### src/rtl/seg7_pkg.sv
`default_nettype none
// ============================================================================
//  Module      : seg7_pkg
//  Description : Scan-state encoding and active-low segment constants shared
//                by the two-digit seven-segment scan driver.
//  Revision    : 1.0 - initial release
// ============================================================================
package seg7_pkg;

    typedef enum logic [1:0] {
        S_TENS  = 2'd0,
        S_GAP1  = 2'd1,
        S_UNITS = 2'd2,
        S_GAP2  = 2'd3
    } scan_state_t;

    // Segment order is {g,f,e,d,c,b,a}, a cleared bit lights the segment
    localparam logic [6:0] C_SEG_0    = 7'h40;
    localparam logic [6:0] C_SEG_1    = 7'h79;
    localparam logic [6:0] C_SEG_2    = 7'h24;
    localparam logic [6:0] C_SEG_3    = 7'h30;
    localparam logic [6:0] C_SEG_4    = 7'h19;
    localparam logic [6:0] C_SEG_5    = 7'h12;
    localparam logic [6:0] C_SEG_6    = 7'h02;
    localparam logic [6:0] C_SEG_7    = 7'h78;
    localparam logic [6:0] C_SEG_8    = 7'h00;
    localparam logic [6:0] C_SEG_9    = 7'h10;
    localparam logic [6:0] C_SEG_DASH = 7'h3F;
    localparam logic [6:0] C_SEG_OFF  = 7'h7F;

    localparam logic [1:0] C_DIG_TENS  = 2'b01;
    localparam logic [1:0] C_DIG_UNITS = 2'b10;
    localparam logic [1:0] C_DIG_OFF   = 2'b11;

endpackage
`default_nettype wire

### src/rtl/seg7_scan_driver_if.sv
`default_nettype none
// ============================================================================
//  Module      : seg7_scan_driver_if
//  Description : Digit-load/control inputs and multiplexed display outputs.
//  Revision    : 1.0 - initial release
// ============================================================================
interface seg7_scan_driver_if;

    logic [3:0] tens_in;
    logic [3:0] units_in;
    logic       load;
    logic       blink_en;
    logic       lz_blank_en;
    logic [6:0] seg_n;
    logic [1:0] dig_n;
    logic       frame_done;

    modport master (
        output tens_in, units_in, load, blink_en, lz_blank_en,
        input  seg_n, dig_n, frame_done
    );

    modport slave (
        input  tens_in, units_in, load, blink_en, lz_blank_en,
        output seg_n, dig_n, frame_done
    );

endinterface
`default_nettype wire

### src/rtl/bcd_to_seg7.sv
`default_nettype none
// ============================================================================
//  Module      : bcd_to_seg7
//  Description : Combinational BCD to active-low seven-segment decoder.
//  Revision    : 1.0 - initial release
// ============================================================================
module bcd_to_seg7
    import seg7_pkg::*;
(
    input  logic [3:0] bcd_i,
    output logic [6:0] seg_n_o
);

    // Non-BCD codes show a dash so datapath faults are visible on the display
    always_comb begin
        seg_n_o = C_SEG_DASH;
        case (bcd_i)
            4'd0:    seg_n_o = C_SEG_0;
            4'd1:    seg_n_o = C_SEG_1;
            4'd2:    seg_n_o = C_SEG_2;
            4'd3:    seg_n_o = C_SEG_3;
            4'd4:    seg_n_o = C_SEG_4;
            4'd5:    seg_n_o = C_SEG_5;
            4'd6:    seg_n_o = C_SEG_6;
            4'd7:    seg_n_o = C_SEG_7;
            4'd8:    seg_n_o = C_SEG_8;
            4'd9:    seg_n_o = C_SEG_9;
            default: seg_n_o = C_SEG_DASH;
        endcase
    end

endmodule
`default_nettype wire

### src/rtl/seg7_scan_driver.sv
`default_nettype none
// ============================================================================
//  Module      : seg7_scan_driver
//  Description : Two-digit multiplexed seven-segment driver with anti-ghost
//                gaps, leading-zero blanking and whole-display blinking.
//  Revision    : 1.0 - initial release
// ============================================================================
module seg7_scan_driver
    import seg7_pkg::*;
#(
    parameter int unsigned REFRESH_DIV  = 5000,
    parameter int unsigned BLANK_CYCLES = 50,
    parameter int unsigned BLINK_DIV    = 25
) (
    input  logic                     clk,
    input  logic                     rst,
    seg7_scan_driver_if.slave        bus
);

    localparam logic [15:0] C_SLOT_LAST  = 16'(REFRESH_DIV - 1);
    localparam logic [7:0]  C_GAP_LAST   = 8'(BLANK_CYCLES - 1);
    localparam logic [7:0]  C_BLINK_LAST = 8'(BLINK_DIV - 1);

    scan_state_t state_q, state_d;
    logic [15:0] slot_cnt_q, slot_cnt_d;
    logic [7:0]  gap_cnt_q, gap_cnt_d;
    logic [7:0]  frame_cnt_q, frame_cnt_d;
    logic        phase_q, phase_d;
    logic        slot_dark_q, slot_dark_d;
    logic [3:0]  hold_tens_q, hold_units_q;
    logic [3:0]  shadow_q, shadow_d;
    logic [6:0]  seg_n_q, seg_n_d;
    logic [1:0]  dig_n_q, dig_n_d;
    logic        frame_done_q;
    logic        w_frame_end;
    logic        w_enter_tens;
    logic        w_enter_units;
    logic [6:0]  w_seg;

    always_ff @(posedge clk or posedge rst) begin
        if (rst) begin
            state_q <= S_TENS;
        end else begin
            state_q <= state_d;
        end
    end

    always_comb begin
        state_d     = state_q;
        slot_cnt_d  = slot_cnt_q;
        gap_cnt_d   = gap_cnt_q;
        w_frame_end = 1'b0;
        case (state_q)
            S_TENS, S_UNITS: begin
                if (slot_cnt_q == C_SLOT_LAST) begin
                    slot_cnt_d = 16'd0;
                    state_d    = (state_q == S_TENS) ? S_GAP1 : S_GAP2;
                end else begin
                    slot_cnt_d = slot_cnt_q + 16'd1;
                end
            end
            S_GAP1, S_GAP2: begin
                if (gap_cnt_q == C_GAP_LAST) begin
                    gap_cnt_d   = 8'd0;
                    state_d     = (state_q == S_GAP1) ? S_UNITS : S_TENS;
                    w_frame_end = (state_q == S_GAP2);
                end else begin
                    gap_cnt_d = gap_cnt_q + 8'd1;
                end
            end
            default: state_d = S_TENS;
        endcase
    end

    assign w_enter_tens  = (state_d == S_TENS)  && (state_q != S_TENS);
    assign w_enter_units = (state_d == S_UNITS) && (state_q != S_UNITS);

    always_comb begin
        frame_cnt_d = frame_cnt_q;
        phase_d     = phase_q;
        if (!bus.blink_en) begin
            frame_cnt_d = 8'd0;
            phase_d     = 1'b0;
        end else if (w_frame_end) begin
            if (frame_cnt_q == C_BLINK_LAST) begin
                frame_cnt_d = 8'd0;
                phase_d     = ~phase_q;
            end else begin
                frame_cnt_d = frame_cnt_q + 8'd1;
            end
        end
    end

    // Digit and blink state are latched per slot so nothing changes mid-slot
    always_comb begin
        shadow_d    = shadow_q;
        slot_dark_d = slot_dark_q;
        if (w_enter_tens) begin
            shadow_d    = hold_tens_q;
            slot_dark_d = phase_d;
        end else if (w_enter_units) begin
            shadow_d    = hold_units_q;
            slot_dark_d = phase_d;
        end
    end

    bcd_to_seg7 u_dec (
        .bcd_i   (shadow_q),
        .seg_n_o (w_seg)
    );

    always_comb begin
        seg_n_d = C_SEG_OFF;
        dig_n_d = C_DIG_OFF;
        case (state_q)
            S_TENS: begin
                if (!slot_dark_q && !(bus.lz_blank_en && (shadow_q == 4'd0))) begin
                    seg_n_d = w_seg;
                    dig_n_d = C_DIG_TENS;
                end
            end
            S_UNITS: begin
                if (!slot_dark_q) begin
                    seg_n_d = w_seg;
                    dig_n_d = C_DIG_UNITS;
                end
            end
            default: begin
                seg_n_d = C_SEG_OFF;
                dig_n_d = C_DIG_OFF;
            end
        endcase
    end

    always_ff @(posedge clk or posedge rst) begin
        if (rst) begin
            slot_cnt_q   <= 16'd0;
            gap_cnt_q    <= 8'd0;
            frame_cnt_q  <= 8'd0;
            phase_q      <= 1'b0;
            slot_dark_q  <= 1'b0;
            hold_tens_q  <= 4'd0;
            hold_units_q <= 4'd0;
            shadow_q     <= 4'd0;
            seg_n_q      <= C_SEG_OFF;
            dig_n_q      <= C_DIG_OFF;
            frame_done_q <= 1'b0;
        end else begin
            slot_cnt_q   <= slot_cnt_d;
            gap_cnt_q    <= gap_cnt_d;
            frame_cnt_q  <= frame_cnt_d;
            phase_q      <= phase_d;
            slot_dark_q  <= slot_dark_d;
            shadow_q     <= shadow_d;
            seg_n_q      <= seg_n_d;
            dig_n_q      <= dig_n_d;
            frame_done_q <= w_frame_end;
            if (bus.load) begin
                hold_tens_q  <= bus.tens_in;
                hold_units_q <= bus.units_in;
            end
        end
    end

    assign bus.seg_n      = seg_n_q;
    assign bus.dig_n      = dig_n_q;
    assign bus.frame_done = frame_done_q;

endmodule
`default_nettype wire

### src/flat_wrapper.sv
// flat-port wrapper written by rule: the top's interface ports become plain ports
module seg7_scan_driver_flat import seg7_pkg::*;
#(
    parameter int unsigned REFRESH_DIV  = 5000,
    parameter int unsigned BLANK_CYCLES = 50,
    parameter int unsigned BLINK_DIV    = 25
)
  (clk, rst, bus_tens_in, bus_units_in, bus_load, bus_blink_en, bus_lz_blank_en, bus_seg_n, bus_dig_n, bus_frame_done);
  seg7_scan_driver_if bus_i ();
  input  logic clk;
  input  logic rst;
  input wire logic [$bits(bus_i.tens_in)-1:0] bus_tens_in;
  input wire logic [$bits(bus_i.units_in)-1:0] bus_units_in;
  input wire logic [$bits(bus_i.load)-1:0] bus_load;
  input wire logic [$bits(bus_i.blink_en)-1:0] bus_blink_en;
  input wire logic [$bits(bus_i.lz_blank_en)-1:0] bus_lz_blank_en;
  output wire logic [$bits(bus_i.seg_n)-1:0] bus_seg_n;
  output wire logic [$bits(bus_i.dig_n)-1:0] bus_dig_n;
  output wire logic [$bits(bus_i.frame_done)-1:0] bus_frame_done;
  assign bus_i.tens_in = bus_tens_in;
  assign bus_i.units_in = bus_units_in;
  assign bus_i.load = bus_load;
  assign bus_i.blink_en = bus_blink_en;
  assign bus_i.lz_blank_en = bus_lz_blank_en;
  assign bus_seg_n = bus_i.seg_n;
  assign bus_dig_n = bus_i.dig_n;
  assign bus_frame_done = bus_i.frame_done;
  seg7_scan_driver #(.REFRESH_DIV(REFRESH_DIV), .BLANK_CYCLES(BLANK_CYCLES), .BLINK_DIV(BLINK_DIV)) u_core (.clk(clk), .rst(rst), .bus(bus_i));
endmodule
### config.mk
export PLATFORM = sky130hd
export DESIGN_NAME = seg7_scan_driver_flat
export DESIGN_NICKNAME = d
export VERILOG_FILES = /design/src/rtl/seg7_pkg.sv /design/src/rtl/seg7_scan_driver_if.sv /design/src/rtl/bcd_to_seg7.sv /design/src/rtl/seg7_scan_driver.sv /design/src/flat_wrapper.sv
export SDC_FILE = /design/constraint.sdc
export NUM_CORES = 1
export LEC_CHECK = 0
export CAP_MARGIN = 20
export CORE_MARGIN = 3
export CORE_UTILIZATION = 58
export CTS_CLUSTER_DIAMETER = 60
export DETAILED_ROUTE_END_ITERATION = 10
export HOLD_SLACK_MARGIN = 0.08
export PLACE_DENSITY_LB_ADDON = 0.3
export SLEW_MARGIN = 20
export SYNTH_ARGS = -nofsm -noshare
export SYNTH_HDL_FRONTEND = slang
export SYNTH_SLANG_ARGS = --single-unit
### constraint.sdc
create_clock -name clk -period 2.4 [get_ports clk]
set_clock_uncertainty 0.05 [all_clocks]
set_input_delay 0.48 -clock clk [delete_from_list [all_inputs] [get_ports clk]]
set_output_delay 0.48 -clock clk [all_outputs]
set_load 0.01 [all_outputs]
==> flow_summary.yaml, run 1 <==
status:
  status: "finished, final reports clean"
synth:
  syn_nets: 297
  synth-seq-cells: 58
  synthArstFlopShare_pct: 100
  synthTopCellsByCount: "dfrtp_1, nand2_1, nor2_1"
  yosysWarnings: 0
  avgSynthCellArea_um2: 10.5
  synthCells: 274
  post-synth-top-count-cell: "dfrtp_1"
  synth_area_leaders: "dfrtp_1, dfstp_2, xnor2_1, ha_1, nand2_1"
  ys_seq_area_share_pct: 50.8
  synth_top_cell_area_share_pct: 42.6
  synth_ff_type: "dfrtp_1"
  synth-edff-count: 0
  yosys.area.top_type: "dfrtp_1"
  synthDistinctLibCells: 45
  synth_area_um2: 2880
finish:
  drive_above_1_share_pct: 12.3
  areaGrowthSynthToFinish_pct: 16.6
  final_area_um2: 3350
  antenna_cells: 0
  layout.nets: 326
  nFillCells: 309
  final_util_pct: 73.5
clock_tree:
  clk_pin_slew_worst_paths_ps: 60
  cts_setup_buffers: 0
  clockBufferDepth: 2
  cts_root_buf: "clkbuf_8"
  cts_buffers: 9
  holdBufCountCts: 0
  cts_sinks: 58
  clk_latency_ps: 330
  cts_tree: "built"
  cts.htree.levels: 3
  postCtsResizedCells: 0
floorplanning:
  fp.dieH_um: 76.4
  coreArea_um2: 4560
  io_pins: 23
  die_w_um: 76.4
  dieArea_um2: 5840
  start_util_pct: 63.0
  rows: 24
global_routing:
  antenna_found_initial: 0
  grt_use_total_pct: 19.8
  grt_pass1_vias: 2045
  grt_max_degree: 33
  grt_pass1_wl_um: 9230
  grt_overflow: 0
setup_path:
  worstSetupStartpointType: "flop"
  critPathKind: "flop to flop"
  worst_path_dominant_cell_family: "simple AND/OR/NAND/NOR gates"
  slowest_delay_ps: 510
  cp.required_ps: 2600
  worstPathArrival_ps: 2210
  crit_path_end_kind: "flop"
  path_buf_inv: 1
  path_max_fanout: 15
  cp_slowest_cell: "or4b_1"
  path_cells: "inv_1 > ha_1 > nor3b_4 > nand3_4 > or4b_1 > a21oi_1"
placed_design:
  portBuffers: 22
  dp_hpwl_um: 3700
  place_congestion: 0.873
  dp_slack_ps: 407
  place_area_um2: 3180
timing:
  clock.fmax_mhz: 499
  fin_ws_ps: 398
  fin_crit_sh_pct: 83.4
  fin_setup_tns_ps: 0
  hold_viol: 0
  final-max-slew-violation-count: 0
  rsz0062_at_grt: "no"
  worst_pin_slew_ps: 553
  fin_hold_ws_ps: 334
  setup_viol: 0
  period_needed_ps: 2000
  relSlewSlack_pct: 62.9
hold_path:
  min_path_type: "primary input to async pin"
route:
  wire_per_inst_um: 13.9
  via_per_inst: 5.66
  postRouteAntennaNets: 0
  drt_pre_antenna_iters: 4
  first_iter_violations: 107
  wirelength_um: 5190
  vias: 2111
  drc_errors: 0
pwr:
  seq_power_share_pct: 54.0
  switching_share_pct: 20.9
  p_int_uw: 1460
  combPwrFrac_pct: 3.8
  p_leak_uw: 0.00140
  net-switching-power_uw: 387
  power.density_nw_per_um2: 551
  clockPowerShare_pct: 42.2
  max-vdd-ir-drop_mv: 0.491
job:
  max-cap-violations: 0
[power groups by stage]
| stage | Combinational [µW] | Sequential (µW) | Clock [µW] |
|---|---|---|---|
| floorplan | 36.8 | 1010 | 0 |
| global placement | 69.2 | 1020 | 0 |
| detailed placement | 72.0 | 1020 | 0 |
| CTS | 72.2 | 999 | 804 |
| global route | 78.8 | 1000 | 846 |
| finish | 69.6 | 999 | 781 |
[layout make-up]
class | instances | area (µm²) | share of cell area [%]
clock buffers | 16 | 170 | 5.07
repair buffers | 25 | 255 | 7.61
inverters | 17 | 63.8 | 1.90
flip-flops and latches | 58 | 1460 | 43.6
well taps | 65 | 81.3 | 2.42
multi-input cells | 192 | 1320 | 39.4
[metrics by stage]
| step | total power [µW] | std cells |
|---|---|---|
| finish | 1850 | 373 |
| global placement | 1080 | 357 |
| global route | 1920 | 373 |
| detailed placement | 1090 | 357 |
| floorplan | 1050 | 274 |
| CTS | 1880 | 373 |
[sequential cells by signal, indices dropped and copies added (netlist names)]
name	flops
u_core.state_q	2
u_core.frame_cnt_q	8
u_core.slot_cnt_q	16
u_core.phase_q	1
u_core.shadow_q	4
u_core.bus.dig_n	2
u_core.slot_dark_q	1
u_core.hold_units_q	4
u_core.bus.frame_done	1
u_core.hold_tens_q	4
u_core.bus.seg_n	7
u_core.gap_cnt_q	8
[cells in the final DEF (no fill, tap or decap), types with 4 or more instances in the layout]
master / count
nand4_1: 8
mux2i_1: 10
mux2_2: 9
xnor2_1: 15
clkbuf_1: 5
dfrtp_1: 49
nor4_1: 7
nand2_1: 31
nand3_1: 9
nor2_1: 18
inv_1: 16
o21ai_0: 12
dfstp_2: 9
a21oi_1: 10
or3_1: 4
clkbuf_8: 11
clkdlybuf4s50_1: 22
ha_1: 10
and3_1: 4
xor2_1: 4
[final timing paths]
kind	startpoint	end	slack, ps	depth (start not counted)
max	u_core.gap_cnt_q[1]	u_core.frame_cnt_q[3]	400	6
min reg2reg	u_core.gap_cnt_q[7]	u_core.gap_cnt_q[7]	420	1
min in group clk	u_core.gap_cnt_q[7]	u_core.gap_cnt_q[7]	420	1
min	rst	u_core.bus.frame_done	330	2
max in group asynchronous	rst	u_core.bus.seg_n[1]	1410	3
max reg2reg	u_core.gap_cnt_q[1]	u_core.frame_cnt_q[3]	400	6
[cells by family after synthesis]
kind of cell | Yosys count | synth area share (%)
AO/OA/AOI/OAI | 41 | 8.74
XOR/XNOR | 19 | 5.79
AND/OR/NAND/NOR | 103 | 20.1
flip-flops | 58 | 50.8
multiplexers | 19 | 7.00
buffers and inverters | 24 | 3.22
adder cells (fa/ha/maj) | 10 | 4.35
[layer usage]
| layer | vias up | wire length (µm) | global-route usage, % |
|---|---|---|---|
| met1 | 1022 | 2420 | 25.3 |
| li1 | 1025 | - | - |
| met3 | 12 | 212 | 4.37 |
| met4 | 0 | 116 | 11.1 |
| met5 | - | 0 | 0 |
| met2 | 52 | 2440 | 31.0 |
[worst register-to-register path: stages (launching register included)]
cell and delay, ps:
dfrtp_1 440, inv_1 90, ha_1 160, nor3b_4 330, nand3_4 200, or4b_1 510, a21oi_1 150
Power figures use the tool's default switching activity.
==> inputs of run 2 (changes only) <==
--- a/config.mk
+++ b/config.mk
@@ -7,7 +7,7 @@
 export LEC_CHECK = 0
 export CAP_MARGIN = 20
 export CORE_MARGIN = 3
-export CORE_UTILIZATION = 58
+export CORE_UTILIZATION = 52
 export CTS_CLUSTER_DIAMETER = 60
 export DETAILED_ROUTE_END_ITERATION = 10
 export HOLD_SLACK_MARGIN = 0.08
==> constraint.sdc (replaced) <==
create_clock -name clk -period 1.8 [get_ports clk]
set_clock_uncertainty 0.05 [all_clocks]
set_input_delay 0.36 -clock clk [delete_from_list [all_inputs] [get_ports clk]]
set_output_delay 0.36 -clock clk [all_outputs]
set_load 0.01 [all_outputs]
==> run 2 against run 1 <==
Compared with the run above: flip-flop and latch count did not move; count of clock-buffer cells in the layout fell by 7; critical path depth did not move; routed wire length rose by 2.8%; worst hold slack got worse by 29 ps; critical path type unchanged; highest routed layer unchanged.
==> flow_summary.yaml, run 2 (synthesis results as in run 1) <==
timing:
  final-max-slew-violation-count: 0
  setup_viol: 0
  worst_pin_slew_ps: 565
  rsz0062_at_grt: "yes"
  fin_setup_tns_ps: 0
  hold_viol: 0
  period_needed_ps: 1770
  relSlewSlack_pct: 62.0
  clock.fmax_mhz: 565
  fin_hold_ws_ps: 305
  fin_crit_sh_pct: 98.3
job:
  max-cap-violations: 0
setup_path:
  cp.required_ps: 2010
  worstPathArrival_ps: 1980
  r2r_slack_ps: 30
  path_buf_inv: 1
  cp_slowest_cell: "or4b_4"
  path_max_fanout: 3
  cp-startpoint: "u_core.gap_cnt_q[1]"
  critPathKind: "flop to flop"
  worst_path_dominant_cell_family: "simple AND/OR/NAND/NOR gates"
  endpoint: "u_core.frame_cnt_q[3]"
  slowest_delay_ps: 500
  ff2ff_path_depth: 6
  worstSetupStartpointType: "flop"
  crit_path_end_kind: "flop"
  reg2reg_to: "u_core.frame_cnt_q[3]"
  cp_num_cells: 6
  r2r-start: "u_core.gap_cnt_q[1]"
  path_cells: "inv_1 > ha_2 > nor3b_4 > nand3_4 > or4b_4 > a21oi_2"
global_routing:
  grt_pass1_vias: 2100
  grt_max_degree: 26
  antenna_found_initial: 0
  grt_use_total_pct: 19.4
  grt_pass1_wl_um: 9700
  grt_overflow: 0
route:
  drt_pre_antenna_iters: 4
  first_iter_violations: 70
  via_per_inst: 5.32
  postRouteAntennaNets: 0
  wire_per_inst_um: 13.6
  wirelength_um: 5340
  drc_errors: 0
  vias: 2080
floorplanning:
  coreArea_um2: 5240
  rows: 26
  die_w_um: 80.4
  dieArea_um2: 6460
  io_pins: 23
  start_util_pct: 54.9
  fp.dieH_um: 80.4
finish:
  areaGrowthSynthToFinish_pct: 22.7
  reg.largest.list: "u_core.slot_cnt_q: 16 flops, u_core.frame_cnt_q: 8 flops, u_core.gap_cnt_q: 8 flops"
  final_cell_mix: "dfrtp_1, nand2_1, nor2_1"
  final_common_cell: "dfrtp_1"
  largest_register_ffs: 16
  largest-register: "u_core.slot_cnt_q"
  layout.nets: 339
  antenna_cells: 0
  nFillCells: 421
  final_util_pct: 67.4
  final_area_um2: 3530
  drive_above_1_share_pct: 19.0
placed_design:
  place_area_um2: 3280
  portBuffers: 22
  place_congestion: 0.857
  dp_hpwl_um: 3880
pwr:
  clockPowerShare_pct: 47.4
  p_leak_uw: 0.00146
  p_int_uw: 2150
  power.density_nw_per_um2: 771
  max-vdd-ir-drop_mv: 0.498
  net-switching-power_uw: 569
  switching_share_pct: 20.9
  p_total_uw: 2720
  seq_power_share_pct: 48.9
  combPwrFrac_pct: 3.6
clock_tree:
  clk_latency_ps: 330
  cts_sinks: 58
  clockBufferDepth: 2
  cts_root_buf: "clkbuf_8"
  cts.htree.levels: 3
  cts_buffers: 9
  holdBufCountCts: 0
  cts_tree: "built"
  clk_pin_slew_worst_paths_ps: 70
status:
  status: "finished, final reports clean"
hold_path:
  min_path_type: "primary input to async pin"
==> run 2: worst min path at each step <==
stage,from,endpoint,depth (start not counted)
floorplan,u_core.gap_cnt_q[7],u_core.gap_cnt_q[7],1
global placement,u_core.slot_dark_q,u_core.slot_dark_q,2
detailed placement,u_core.gap_cnt_q[7],u_core.gap_cnt_q[7],1
CTS,rst,u_core.hold_units_q[0],2
global route,rst,u_core.hold_units_q[0],2
finish,rst,u_core.hold_units_q[0],2
==> run 2: through the flow <==
| stage | std cells | worst slack, ps |
|---|---|---|
| 4_1_cts | 390 | 4.25 |
| 6_report | 391 | 31.1 |
| 2_1_floorplan | 274 | 58.1 |
| 3_5_place_dp | 374 | -34.8 |
| 3_3_place_gp | 374 | 76.6 |
| 5_1_grt | 391 | -52.3 |
==> run 2: repair_timing <==
| item | in CTS | in global routing |
|---|---|---|
| cloned | 0 | 0 |
| pin swaps | 0 | 6 |
| resized for setup | 8 | 8 |
| setup endpoints to repair | 7 | 11 |
| endpoints found under the hold margin | 0 | 0 |
| setup buffers | 0 | 1 |
==> run 2: area by class of cell <==
cell class / instances / area [µm²] / share of cell area [%]
flip-flops and latches: 58 / 1460 / 41.5
clock inverters: 7 / 93.8 / 2.66
inverters: 17 / 67.6 / 1.91
repair buffers: 38 / 357 / 10.1
well taps: 70 / 87.6 / 2.48
clock buffers: 9 / 124 / 3.51
multi-input cells: 192 / 1340 / 37.9
==> run 2: power by group through the flow <==
stage               registers (µW)  clock network [µW]  logic (µW)
floorplan                     1350                   0        49.5
global placement              1350                   0        98.4
detailed placement            1350                   0         101
CTS                           1330                1330         103
global route                  1330                1390         111
finish                        1330                1290        99.1
==> run 2: routing by layer <==
| layer | up-vias | GRT usage (%) | routed length, µm |
|---|---|---|---|
| met1 | 994 | 25.0 | 2430 |
| met2 | 36 | 31.4 | 2660 |
| met3 | 7 | 6.05 | 186 |
| met4 | 0 | 5.57 | 63 |
| li1 | 1043 | - | - |
| met5 | - | 0 | 0 |
==> run 2: worst reg2reg max path: stages, from the launching register on <==
cell and delay [ps]:
dfrtp_1 380, inv_1 60, ha_2 170, nor3b_4 310, nand3_4 110, or4b_4 500, a21oi_2 130
